==> src/rtl/cnt8_dn_timer.sv <==
// Loadable down-counter/timer with one-shot or periodic terminal-count pulse.
// Latency: the tc pulse appears on the edge after the count sits at 1 with enable high.
// No backpressure: the counter advances on every enabled cycle while in RUN.
module cnt8_dn_timer #(
  parameter int WIDTH = 8
) (
  input  logic             clk,
  input  logic             res_n,
  input  logic             enable,
  input  logic             clear,
  input  logic             load,
  input  logic [WIDTH-1:0] load_val,
  input  logic             auto_reload,
  output logic [WIDTH-1:0] cnt_out,
  output logic             tc,
  output logic             running,
  output logic             expired
);

  typedef enum logic [1:0] {
    IDLE    = 2'd0,
    RUN     = 2'd1,
    EXPIRED = 2'd2
  } state_t;

  state_t           state;
  logic [WIDTH-1:0] reload_reg;

  // Timer FSM: reset > clear > load > count, with running/expired registered alongside state
  always_ff @(posedge clk) begin
    if (!res_n) begin
      cnt_out    <= '0;
      reload_reg <= '0;
      tc         <= 1'b0;
      state      <= IDLE;
      running    <= 1'b0;
      expired    <= 1'b0;
    end else if (clear) begin
      // reload_reg is deliberately left alone so software need not reprogram it
      cnt_out <= '0;
      tc      <= 1'b0;
      state   <= IDLE;
      running <= 1'b0;
      expired <= 1'b0;
    end else if (load) begin
      reload_reg <= load_val;
      cnt_out    <= load_val;
      tc         <= 1'b0;
      expired    <= 1'b0;
      if (load_val != '0) begin
        state   <= RUN;
        running <= 1'b1;
      end else begin
        // a zero start value has nothing to count, so stay parked
        state   <= IDLE;
        running <= 1'b0;
      end
    end else begin
      tc <= 1'b0;
      case (state)
        RUN: begin
          if (enable) begin
            if (cnt_out > WIDTH'(1)) begin
              cnt_out <= cnt_out - WIDTH'(1);
            end else if (cnt_out == WIDTH'(1)) begin
              tc <= 1'b1;
              if (auto_reload) begin
                // reload_reg is non-zero here: RUN is only entered with a non-zero load
                cnt_out <= reload_reg;
              end else begin
                cnt_out <= '0;
                state   <= EXPIRED;
                running <= 1'b0;
                expired <= 1'b1;
              end
            end
            // cnt_out==0 cannot occur in RUN; holding keeps 0-1 from ever happening
          end
        end
        default: begin
          // IDLE and EXPIRED hold the count; enable is ignored
        end
      endcase
    end
  end

endmodule
==> config.mk <==
export PLATFORM = sky130hd
export DESIGN_NAME = cnt8_dn_timer
export DESIGN_NICKNAME = d
export VERILOG_FILES = /design/src/rtl/cnt8_dn_timer.sv
export SDC_FILE = /design/constraint.sdc
export NUM_CORES = 1
export LEC_CHECK = 0
export ABC_AREA = 1
export CAP_MARGIN = 30
export CORE_ASPECT_RATIO = 1.1
export CORE_MARGIN = 1
export CORE_UTILIZATION = 45
export CTS_CLUSTER_SIZE = 30
export DETAILED_ROUTE_END_ITERATION = 10
export PLACE_DENSITY = 0.82
export SETUP_SLACK_MARGIN = 0.02
export SLEW_MARGIN = 0
export SYNTH_ARGS = -nofsm -noshare
export SYNTH_HDL_FRONTEND = slang
export SYNTH_SLANG_ARGS = --single-unit
export TNS_END_PERCENT = 20
==> constraint.sdc <==
create_clock -name clk -period 1.45 [get_ports clk]
set_input_delay 0.435 -clock clk [delete_from_list [all_inputs] [get_ports clk]]
set_output_delay 0.435 -clock clk [all_outputs]
set_load 0.02 [all_outputs]
== Word-level counts from Yosys, hierarchy flattened ==
Index checks and enable logic that the tools add are counted.

* Memory bits (writable): 0
* Bits in latches: 0
* Memories: 0
* Output and inout bits: 11
* Register bits after elaboration: 21
* Bits of input ports: 14
* Memory bits (read-only): 0
* Logic and storage cells: 51

* Bitwise gates (word level): 6
* $lt $le $gt $ge: 1
* Shifts and indexed selects: 0
* Multiplexer cells: 21
* $mul: 0
* Equality and inequality tests: 4
* Reductions and logical operators: 12
* Add/subtract/negate cells: 1
* Div/mod/pow operators: 0

{| class="wikitable"
|+ Operator list
! cell !! number
|-
| $mux W8 || 6
|-
| $mux W2 || 6
|-
| $reduce_and A5 Y1 || 2
|-
| $mux W1 || 9
|-
| $eq A8 B1 Y1 const B || 1
|-
| $gt A8 B1 Y1 const B || 1
|-
| $reduce_bool A8 Y1 || 1
|-
| $sub A8 B1 Y8 const B || 1
|-
| $not A1 Y1 || 6
|-
| $reduce_bool A2 Y1 || 3
|-
| $reduce_or A6 Y1 || 1
|-
| $ne A2 B2 Y1 const B || 2
|-
| $reduce_and A3 Y1 || 1
|-
| $reduce_bool A3 Y1 || 1
|-
| $reduce_or A3 Y1 || 1
|-
| $eq A2 B1 Y1 const B || 1
|-
| $reduce_and A2 Y1 || 1
|-
| $reduce_or A2 Y1 || 1
|}

== Logic depth before layout (Yosys ltp) ==
* Depth after elaboration: 6
* Depth in mapped cells: 11
* Gate-level depth less buffers: 11

== Worst setup path after synthesis ==
OpenSTA, ideal clock, no wires.

* Path kind: register to register
* Start point: register cnt_out[0]
* End point: register cnt_out[3]
* Data arrival time: 1.456 ns
* Library setup time: 0.116 ns
* Required time: 1.334 ns
* Setup slack: -0.122 ns
* Stages on the path, launching flop included: 11
* Cells stage by stage: dfxtp_1 > inv_1 > ha_1 > nand2_1 > nand2_2 > nand2_4 > nand2_4 > o21ai_2 > nand2_2 > nand2_1 > nor2_1

* Word-level cells in the longest chain between the ends: 5
* Elaborated cells between the ends (all ways): 9

{| class="wikitable"
|+ RTL lines
! item !! RTL line !! RTL
|-
| start, declared || 14 || <nowiki>output logic [WIDTH-1:0] cnt_out,</nowiki>
|-
| start signal, assigned || 47 || <nowiki>cnt_out <= load_val;</nowiki>
|-
| start signal, assigned || 64 || <nowiki>cnt_out <= cnt_out - WIDTH'(1);</nowiki>
|-
| start signal, assigned || 69 || <nowiki>cnt_out <= reload_reg;</nowiki>
|-
| $sub A8 B1 Y8 / $gt A8 B1 Y1 (equally long branches) || 64, 63 ||
|-
| $mux W8 || 63 || <nowiki>if (cnt_out > WIDTH'(1)) begin</nowiki>
|-
| $mux W8 || 62 || <nowiki>if (enable) begin</nowiki>
|-
| $mux W8 || 60 || <nowiki>case (state)</nowiki>
|-
| $mux W8 || 45 || <nowiki>end else if (load) begin</nowiki>
|}

Several ways; a longest one is shown, not always the timed one. The select of a mux whose other input is x is not followed.
A chain may end at the register's enable or synchronous reset.

== Worst setup path after layout ==
* Start point: register cnt_out[0]
* End point: register cnt_out[0]

Same word-level chain as after synthesis.

==> impl_metrics.csv <==
group,metric,value,unit
status,status,"finished with violations",
status,violations,"negative setup slack",
clock_tree,clock_sinks,20,
global_route,grt_max_degree,15,
clock_tree,cts-root-buf,"clkbuf_4",
cells_and_area,area_delta_synth_final,50.9,%
floorplanning,die_w,52.1,um
global_route,track_usage,24.1,%
place,hpwl,2560,um
clock_tree,path_clk_slew,0.13,ns
yosys,synth-seq-cells,20,
timing,rsz0062_at_grt,"true",
worst_setup_path,slowest_delay,0.39,ns
timing,setup_tns,-0.141,ns
worst_setup_path,cp.required,1.68,ns
yosys,syn_area,1240,um2
timing,worstMarginPinSlew,0.393,ns
worst_setup_path,start_kind,"flop",
power_and_ir_drop,total_power,1.52,mW
global_route,grt_pass1_vias,1309,
worst_setup_path,cp_cell_sequence,"buf_4, ha_4, nand2_4, nand2_4, nand2_8, nand2_4, o21ai_2, nor2_1, a21oi_1",
global_route,grt_pass1_wl,5490,um
timing,finalCritPeriodShare,104,%
worst_setup_path,cp_top_family,"simple AND/OR/NAND/NOR gates",
timing,fin_ws,-0.0635,ns
detailed_routing,antenna_left,0,
cells_and_area,fin_util,73.5,%
job,drv_cap,0,
yosys,ys_types,31,
yosys,postSynthCellCount,180,
place,placed_cell_area,1670,um2
yosys,synth-async-reset-ratio,0,%
floorplanning,pin_count,25,
yosys,synth_edf_count,0,
worst_setup_path,cp.buffers_inverters,1,
cells_and_area,multiInputGateArea,873,um2
power_and_ir_drop,ir_worst_vdd,0.713,mV
floorplanning,die_h,57.1,um
yosys,synth_nets,196,
clock_tree,clk_latency,0.31,ns
worst_setup_path,critPathMaxFanout,7,
cells_and_area,fin_cells,259,
timing,final-hold-violation-count,0,
detailed_routing,drt_iter0_markers,75,
cells_and_area,antenna_cells,0,
floorplanning,start_util,48.7,%
timing,relSlewSlack,73.7,%
place,io_buffers,24,
floorplanning,rows,19,
detailed_routing,viasPerCell,5.73,
cells_and_area,nFillCells,195,
detailed_routing,avgRoutedWirePerCell,15.4,um
cells_and_area,layout-drive-gt1-share,38.6,%
worst_setup_path,crit_top_cell,"nand2_4",
power_and_ir_drop,leakage,0.808,nW
detailed_routing,wl,3990,um
cells_and_area,final_area,1870,um2
clock_tree,clockBufferDepth,2,
worst_setup_path,critPathKind,"reg2reg",
timing,hold_slack,0.477,ns
floorplanning,dieArea,2970,um2
cells_and_area,nets,245,
timing,finalCriticalPeriod,1.51,ns
place,post-place-ws,-0.325,ns
timing,drv_slew,0,
worst_setup_path,end_kind,"flop",
global_route,grt_overflow,0,
clock_tree,h-tree-depth,1,
global_route,antenna_found_initial,0,
yosys,ys.flop_type,"dfxtp_1",
timing,fmax,661,MHz
clock_tree,cts_tree,"done",
worst_setup_path,slowest_stage,"dfxtp_4",
place,placed_cells,252,
clock_tree,cts-buffers-inserted,3,
cells_and_area,seqCellArea,418,um2
yosys,synth-seq-area-share,32.3,%
detailed_routing,dr.pass1.iters,5,
place,gp_congestion,0.918,
floorplanning,fp.coreArea,2540,um2
detailed_routing,vias,1485,
timing,setup_viol,6,
detailed_routing,drc,0,
yosys,yosysWarnings,0,
timing,skew,0.00298,ns
yosys,synth.avg_cell_area,6.89,um2
worst_hold_path,hold_class,"reg2reg",
power_and_ir_drop,power_density,813,nW/um2
worst_setup_path,critPathArrivalTime,1.74,ns
==> metal layers <==
metal	global-route usage [%]	routed length, um
met1	28.6	1530
met2	42.5	2000
met3	3.47	314
met4	9.65	139
met5	0	0
==> worst paths after layout <==
check	start	to	slack (ns)	depth (start not counted)
setup / recovery	cnt_out[0]	cnt_out[0]	-0.06	9
hold / removal	reload_reg[6]	reload_reg[6]	0.48	2
setup reg to reg	cnt_out[0]	cnt_out[0]	-0.06	9
hold reg to reg	reload_reg[6]	reload_reg[6]	0.48	2
==> worst min-delay path: cells and delay by family (launching register included) <==
kind | cells | cell delay (ns)
AND/OR/NAND/NOR | 1 | 0.06
flip-flops | 1 | 0.34
AO/OA/AOI/OAI | 1 | 0.05
==> report_power, final <==
group | internal, mW | leakage (nW) | switching (mW) | total, mW
Combinational | 0.238 | 0.620 | 0.335 | 0.572
Clock | 0.153 | 0.0210 | 0.195 | 0.348
Sequential | 0.574 | 0.167 | 0.0254 | 0.600
==> layout by cell type (no fill, tap or decap), types with 2 or more instances in the layout <==
cell type,n
inv_1,15
dfxtp_1,14
nand2_1,40
ha_4,2
clkdlybuf4s50_1,11
nand4_1,2
dfxtp_2,2
nor3_1,4
clkdlybuf4s15_2,7
o21ai_1,6
nor2_2,4
dfxtp_4,4
nor2_4,4
a21oi_4,2
inv_4,3
nand2_4,7
nand2_2,6
nor2_1,11
inv_2,4
nand3_1,7
clkbuf_4,3
a21oi_1,17
o21ai_2,7
buf_4,22
nand2_8,2
dlygate4sd2_1,3
o21ai_0,3
a21oi_2,2
==> cell families (layout without fill, tap and decap cells) <==
kind of cell	Yosys count	count (layout)	share of synthesized area (%)
and+or+nand+nor	91	92	36.7
buffers and inverters	26	73	9.08
DFF	20	20	32.3
AOI/OAI and AO/OA	40	40	19.2
xor gates and xnor gates	1	1	0.706
adders and majority gates	2	2	2.02
==> synth_stat cells, types with 2 or more instances <==
| cell | count | share of area [%] |
|---|---|---|
| nand2_1 | 43 | 13 |
| dfxtp_1 | 20 | 32 |
| a21oi_1 | 18 | 7.3 |
| inv_1 | 17 | 5.1 |
| nor2_1 | 14 | 4.2 |
| nand2_2 | 8 | 4.0 |
| nand3_1 | 8 | 3.2 |
| o21ai_0 | 7 | 2.8 |
| o21ai_1 | 5 | 2.0 |
| inv_2 | 4 | 1.2 |
| nor3_1 | 4 | 1.6 |
| o21ai_2 | 4 | 2.8 |
| a21oi_2 | 3 | 2.1 |
| nand2_4 | 3 | 2.7 |
| nor2_2 | 3 | 1.5 |
| ha_1 | 2 | 2.0 |
| nand4_1 | 2 | 1.0 |
| nor2_4 | 2 | 1.8 |
==> final cells by class <==
class                           count  area share (%)
Clock buffer                        4            1.94
Inverter                           22            4.82
Multi-Input combinational cell    135            46.7
Sequential cell                    20            22.3
Tap cell                           31            2.07
Timing Repair Buffer               47            22.1
==> timing repair <==
action | in CTS | in global routing
cloned | 0 | 1
pin swaps | 1 | 13
endpoints found under the setup margin | 19 | 16
setup buffers | 0 | 2
hold buffers | 0 | 0
gates resized for setup | 35 | 34
(Power assumes the default switching activity.)
